$ cat config.mk
export PLATFORM = sky130hd
export DESIGN_NAME = boot_loader
export DESIGN_NICKNAME = d
export VERILOG_FILES = /design/src/rtl/mips_pkg.sv /design/src/rtl/boot_loader.sv
export SDC_FILE = /design/constraint.sdc
export NUM_CORES = 1
export LEC_CHECK = 0
export CAP_MARGIN = 20
export CORE_ASPECT_RATIO = 0.8
export CORE_MARGIN = 2
export CORE_UTILIZATION = 47
export CTS_CLUSTER_SIZE = 25
export DETAILED_ROUTE_END_ITERATION = 6
export PLACE_DENSITY = 0.88
export REMOVE_ABC_BUFFERS = 1
export SYNTH_ARGS = -nofsm -noshare
export SYNTH_HDL_FRONTEND = slang
export SYNTH_SLANG_ARGS = --single-unit
$ cat constraint.sdc
create_clock -name clk -period 1.9 [get_ports clk]
set_clock_uncertainty 0.1 [all_clocks]
set_input_delay 0.475 -clock clk [delete_from_list [all_inputs] [get_ports clk]]
set_output_delay 0.475 -clock clk [all_outputs]
set_load 0.02 [all_outputs]
$ cat src/rtl/mips_pkg.sv
// rtl/mips_pkg.sv - shared types and widths for the 8-bit multicycle MIPS system
package mips_pkg;

  localparam int BYTE_W = 8;

  // Boot loader states: frame parse (IDLE..CSUM) and core released (RUN)
  typedef enum logic [2:0] {
    IDLE = 3'd0,
    LEN  = 3'd1,
    DATA = 3'd2,
    CSUM = 3'd3,
    RUN  = 3'd4
  } boot_state_t;

endpackage

$ cat src/rtl/boot_loader.sv
// rtl/boot_loader.sv - host frame loader and memory-port owner for the MIPS core
module boot_loader
  import mips_pkg::*;
#(
  parameter int WIDTH = BYTE_W
) (
  input  logic             clk,
  input  logic             rst,
  input  logic             boot_req,
  input  logic             ld_valid,
  input  logic [WIDTH-1:0] ld_data,
  output logic             ld_ready,
  input  logic             core_memread,
  input  logic             core_memwrite,
  input  logic [WIDTH-1:0] core_adr,
  input  logic [WIDTH-1:0] core_writedata,
  output logic             core_rst,
  output logic             mem_read,
  output logic             mem_write,
  output logic [WIDTH-1:0] mem_adr,
  output logic [WIDTH-1:0] mem_wdata,
  output logic             running,
  output logic             err
);

  boot_state_t      state_q, state_d;
  logic [WIDTH-1:0] ptr_q, ptr_d;
  logic [WIDTH:0]   cnt_q, cnt_d;      // one extra bit so LEN=0 can mean 2^WIDTH
  logic [WIDTH-1:0] acc_q, acc_d;
  logic             err_q, err_d;
  logic             ld_ready_q;
  logic             core_rst_q;
  logic             wr_q, wr_d;
  logic [WIDTH-1:0] wr_adr_q, wr_adr_d;
  logic [WIDTH-1:0] wr_data_q, wr_data_d;
  logic             accept;

  assign accept = ld_valid && ld_ready_q;

  // Frame parser: boot_req overrides any accepted byte, so an abort never writes
  always_comb begin
    state_d   = state_q;
    ptr_d     = ptr_q;
    cnt_d     = cnt_q;
    acc_d     = acc_q;
    err_d     = err_q;
    wr_d      = 1'b0;
    wr_adr_d  = wr_adr_q;
    wr_data_d = wr_data_q;
    if (boot_req) begin
      state_d = IDLE;
    end else if (accept) begin
      case (state_q)
        IDLE: begin
          ptr_d   = ld_data;
          acc_d   = '0;
          err_d   = 1'b0;
          state_d = LEN;
        end
        LEN: begin
          cnt_d   = (ld_data == '0) ? {1'b1, {WIDTH{1'b0}}} : {1'b0, ld_data};
          state_d = DATA;
        end
        DATA: begin
          wr_d      = 1'b1;
          wr_adr_d  = ptr_q;
          wr_data_d = ld_data;
          ptr_d     = ptr_q + WIDTH'(1);
          acc_d     = acc_q + ld_data;
          cnt_d     = cnt_q - (WIDTH+1)'(1);
          if (cnt_q == (WIDTH+1)'(1)) state_d = CSUM;
        end
        CSUM: begin
          if (ld_data == acc_q) begin
            state_d = RUN;
          end else begin
            err_d   = 1'b1;
            state_d = IDLE;
          end
        end
        default: ;
      endcase
    end
  end

  // State, datapath and the registered loader write port
  always_ff @(posedge clk or negedge rst) begin
    if (!rst) begin
      state_q    <= IDLE;
      ptr_q      <= '0;
      cnt_q      <= '0;
      acc_q      <= '0;
      err_q      <= 1'b0;
      ld_ready_q <= 1'b0;
      core_rst_q <= 1'b1;
      wr_q       <= 1'b0;
      wr_adr_q   <= '0;
      wr_data_q  <= '0;
    end else begin
      state_q    <= state_d;
      ptr_q      <= ptr_d;
      cnt_q      <= cnt_d;
      acc_q      <= acc_d;
      err_q      <= err_d;
      ld_ready_q <= (state_d != RUN);
      core_rst_q <= (state_d != RUN);
      wr_q       <= wr_d;
      wr_adr_q   <= wr_adr_d;
      wr_data_q  <= wr_data_d;
    end
  end

  // Memory port owner: core passes straight through only while running
  always_comb begin
    mem_read  = 1'b0;
    mem_write = wr_q;
    mem_adr   = wr_adr_q;
    mem_wdata = wr_data_q;
    if (state_q == RUN) begin
      mem_read  = core_memread;
      mem_write = core_memwrite;
      mem_adr   = core_adr;
      mem_wdata = core_writedata;
    end
  end

  assign ld_ready = ld_ready_q;
  assign core_rst = core_rst_q;
  assign running  = (state_q == RUN);
  assign err      = err_q;

endmodule
; Word-level counts from Yosys, hierarchy flattened
; Index checks and enable logic that the tools add are counted.
[word_totals]
out_inout_bits = 22
wordCells = 50
input_bits = 30
ff_bits = 48
[classes]
bitwise = 1
mux = 18
reduce_logical = 10
n_eq_ne = 8
add_sub_neg = 3
[ops]
columns = op, n
row1 = one-hot mux 8 bit (2 select lines), 2
row2 = one-hot mux 9 bit (2 select lines), 1
row3 = two-way mux 8 bit, 2
row4 = two-way mux 3 bit, 4
row5 = one-hot mux 3 bit (4 select lines), 1
row6 = "== test 9 x 1 -> 1 bit, second input constant", 1
row7 = two-way mux 9 bit, 1
row8 = AND reduction 3 bit, 3
row9 = "subtractor 9 x 1 -> 9 bit, second input constant", 1
row10 = "adder 8 x 1 -> 8 bit, second input constant", 1
row11 = adder 8 bit, 1
row12 = == test 8 bit, 1
row13 = logical NOT 8 bit, 1
row14 = "== test 3 x 2 -> 1 bit, second input constant", 2
row15 = two-way mux 1 bit, 6
row16 = nonzero test 2 bit, 3
row17 = AND reduction 4 bit, 1
row18 = "== test 3 x 1 -> 1 bit, second input constant", 1
row19 = "== test 3 bit, second input constant", 1
row20 = logical NOT 3 bit, 1
row21 = "inequality test 3 bit, second input constant", 1
row22 = "inequality test 2 bit, second input constant", 1
row23 = one-hot mux 1 bit (2 select lines), 1
row24 = logical AND 1 bit, 1
row25 = inverter 1 bit, 1

; Logic depth before layout (Yosys ltp)
[depth]
word_depth = 6
depth_mapped = 8
mapped_depth_nobuf = 7

; Worst setup path after synthesis
; OpenSTA, ideal clock, no wires.
[synth_path]
path_type = register to output
startpoint = reg state_q[1]
endpoint = out mem_adr[0]
path_buffers = 3
t_required_ns = 1.325
setup_slack_ns = -0.321
t_arrival_ns = 1.646
path_stages_with_launch = 7
cell_sequence = dfrtp_1 buf_4 nor2_1 and2_1 buf_2 buf_2 mux2_2
[synth_via]
elab_chain_len = 2
[synth_rtl]
columns = item, line
row1 = start: declaration, boot_loader.sv:26  ; boot_state_t state_q, state_d;
row2 = start signal: assignment, boot_loader.sv:100  ; state_q <= state_d;
row3 = == test 3 bit, -
row4 = named net running, boot_loader.sv:22  ; output logic running,
row5 = two-way mux 8 bit, boot_loader.sv:119  ; if (state_q == RUN) begin
row6 = end: declaration, boot_loader.sv:20  ; output logic [WIDTH-1:0] mem_adr,
; The timed path passes the listed nets, and every way through them passes these cells.

; Final worst setup path
[layout_path]
startpoint = reg state_q[0]
endpoint = out mem_wdata[1]
[layout_via]
elab_chain_len = 2
[layout_rtl]
columns = item, line
row1 = == test 3 bit, boot_loader.sv:119
row2 = two-way mux 8 bit, boot_loader.sv:119
row3 = end: declaration, boot_loader.sv:21  ; output logic [WIDTH-1:0] mem_wdata,
; Every way passes these cells.

==> results.yml <==
outcome:
  status: "complete, but fails checks"
  failed_checks: "negative setup slack"
detailed_routing:
  dr.pass1.iters: 5
  drt-wirelength-per-cell_um: 22.7
  ant_nets: 0
  vias_per_cell: 6.42
  drt_wl_total_um: 10300
  drtIter0Drc: 416
  vias: 2901
  drc: 0
sta:
  timing.final.crit_period_ps: 2310
  hold_viol_final: 0
  setup_viol: 53
  drv_slew: 0
  rsz0062_at_grt: "true"
  fin_ws_ps: -413
  setup_tns_ps: -12530
  relSlewSlack_pct: 74.0
  finalCritPeriodShare_pct: 122
  worst_slew_pin_slew_ps: 386
  fmaxAchievable_mhz: 432
placement:
  globalplace.congestion: 0.965
  dp_hpwl_um: 5370
  place.port_buffers: 51
  dpl.cell_count: 424
  postPlaceCellArea_um2: 3650
global_route:
  grt_max_degree: 49
  grt_pass1_vias: 2761
  grt_overflow: 0
  antenna_found_initial: 0
  track_usage_pct: 28.6
  grt_pass1_wl_um: 14700
worst_hold_path:
  hold_path.class: "input port to async pin"
cells_and_area:
  multi_input_area_um2: 1690
  final_cell_mix: "dfrtp_1, buf_4, buf_6"
  layout-drive-gt1-share_pct: 43.0
  final_common_cell: "dfrtp_1"
  instances_no_fill: 452
  fin_nets: 414
  area_delta_synth_final_pct: 58.1
  nFillCells: 325
  antenna_cells: 0
  stdcell_area_um2: 4380
  seq_area_um2: 1200
power:
  power.leakage_nw: 2.02
  p_per_area_nw_per_um2: 828
  power_mw: 3.63
  ir_drop_mv: 0.588
setup_path:
  endpoint_kind: "primary output"
  cp.arrival_ps: 1740
  critPathMaxFanout: 5
  cp_slowest_cell: "dfrtp_1"
  start_kind: "flip-flop"
  cpMostUsedCell: "buf_6"
  path_class: "flip-flop to primary output"
  critical-path-top-delay-family: "flip-flops"
  r2r_slack_ps: -290
  worstPathCellList: "nor2_2 > and2_4 > buf_6 > buf_12 > mux2_4 > buf_6"
  cp_num_buf_inv: 3
  cpPeakStageDelay_ps: 400
  r2r_end: "acc_q[7]"
  required_ps: 1320
  r2r-start: "state_q[1]"
  r2r_cells: 6
clocking:
  cts_root_buf: "clkbuf_8"
  clk_latency_ps: 320
  clkSinkCount: 48
  clockBufferDepth: 2
  postCtsHoldBufs: 0
  clkTransAtPathRegs_ps: 110
  htreeDepth: 2
  cts_tree: "built"
  cts_buffers: 5
synth:
  async_flop_share_pct: 100
  synth-edff-count: 0
  synth_cell_types: 53
  yosysWarnings: 0
  syn_area_per_cell_um2: 10.3
  ys_seq_area_share_pct: 43.4
  netlist_area_um2: 2770
  ys_ff_latch: 48
  ys.flop_type: "dfrtp_1"
  syn_inst: 270
floorplanning:
  start_util_pct: 49.9
  dieArea_um2: 6530
  num_rows: 24
  boundaryPins: 52
  die_w_um: 89.8
  core_um2: 5560
  die_y_um: 72.7
flow_run:
  drv_cap: 0
metal layers:
metal | up-vias | GRT usage (%) | share of wire, %
li1 | 1208 | - | -
met1 | 1410 | 37.2 | 39
met2 | 237 | 49.9 | 48
met3 | 46 | 6.61 | 10
met4 | 0 | 6.50 | 3.4
met5 | - | 0 | 0
where the power goes:
part	total (mW)	switching (mW)	internal, mW
logic	1.19	0.579	0.613
clock network	1.05	0.394	0.659
registers	1.38	0.181	1.20
final cells by class:
class	instances	area share, %
Timing Repair Buffer	111	27.8
Clock inverter	3	2.06
Tap cell	78	2.23
Sequential cell	48	27.4
Clock buffer	5	1.57
Multi-Input combinational cell	204	38.6
Inverter	3	0.257
flip-flops by register name, indices dropped and copies added, names as in the netlist:
signal	cells
ptr_q	8
state_q	3
wr_data_q	8
acc_q	8
cnt_q	9
ld_ready	1
err	1
wr_adr_q	8
core_rst	1
wr_q	1
timing repair:
action                                  in CTS  in global routing
endpoints found under the setup margin      60                 54
pin swaps                                   16                 11
setup buffers                                9                  6
gates resized for setup                    172                 41
gates cloned                                 5                  2
cells in the mapped netlist (2+ instances only):
library cell	number	share of area [%]
a211oi_1	3	0.81
a21o_1	2	0.54
a21oi_1	19	3.4
a22o_1	5	1.6
a22oi_1	2	0.54
a31oi_1	5	1.1
and3_1	5	1.1
buf_2	4	0.72
buf_4	2	0.54
clkbuf_1	8	1.1
dfrtp_1	47	42
ha_1	10	4.5
inv_1	3	0.41
mux2_2	34	14
nand2_1	15	2.0
nand3_1	5	0.90
nor2_1	26	3.5
nor3_1	9	1.6
nor4_1	3	0.68
o21a_1	3	0.81
o21ai_0	19	3.4
o21bai_1	2	0.54
o22ai_1	2	0.45
o2bb2ai_1	2	0.63
or4_1	2	0.54
xnor2_1	6	1.9
worst max-delay path by stage:
stage	startpoint	to	slack (ps)	cells after the start
floorplan	state_q[1]	mem_adr[0]	-360	3
global placement	ld_data[4]	acc_q[7]	-750	7
detailed placement	ld_data[0]	acc_q[6]	-810	8
CTS	state_q[0]	mem_wdata[1]	-360	6
global route	state_q[0]	mem_wdata[1]	-440	6
finish	state_q[0]	mem_wdata[1]	-410	6
kinds of logic (layout without fill, tap and decap cells):
family                   count (synthesis)  after routing  share of synthesized area (%)
AO/OA/AOI/OAI                           76             76                           17.8
XOR/XNOR                                 7              7                           2.21
buffers and inverters                   18            122                           3.16
flip-flops                              48             48                           43.4
multiplexers                            34             34                           13.8
AND/OR/NAND/NOR                         76             76                           14.4
adder cells (fa/ha/maj)                 11             11                           5.24
worst reg2reg max path: cells and delay by family, from the launching register on:
kind | cells | cell delay [ps]
AO/OA/AOI/OAI | 1 | 70
XOR/XNOR | 1 | 150
buffers and inverters | 1 | 180
flip-flops | 1 | 410
AND/OR/NAND/NOR | 3 | 1220
through the flow:
stage                     setup slack, ps  utilization, %  hold slack (ps)
after floorplan                      -363               -             79.4
after global placement               -749            65.7              370
after detailed placement             -814            65.7              381
after CTS                            -358            75.2             50.7
after global routing                 -443            78.9             52.1
final                                -413            78.9             10.4
(Power assumes the default switching activity.)
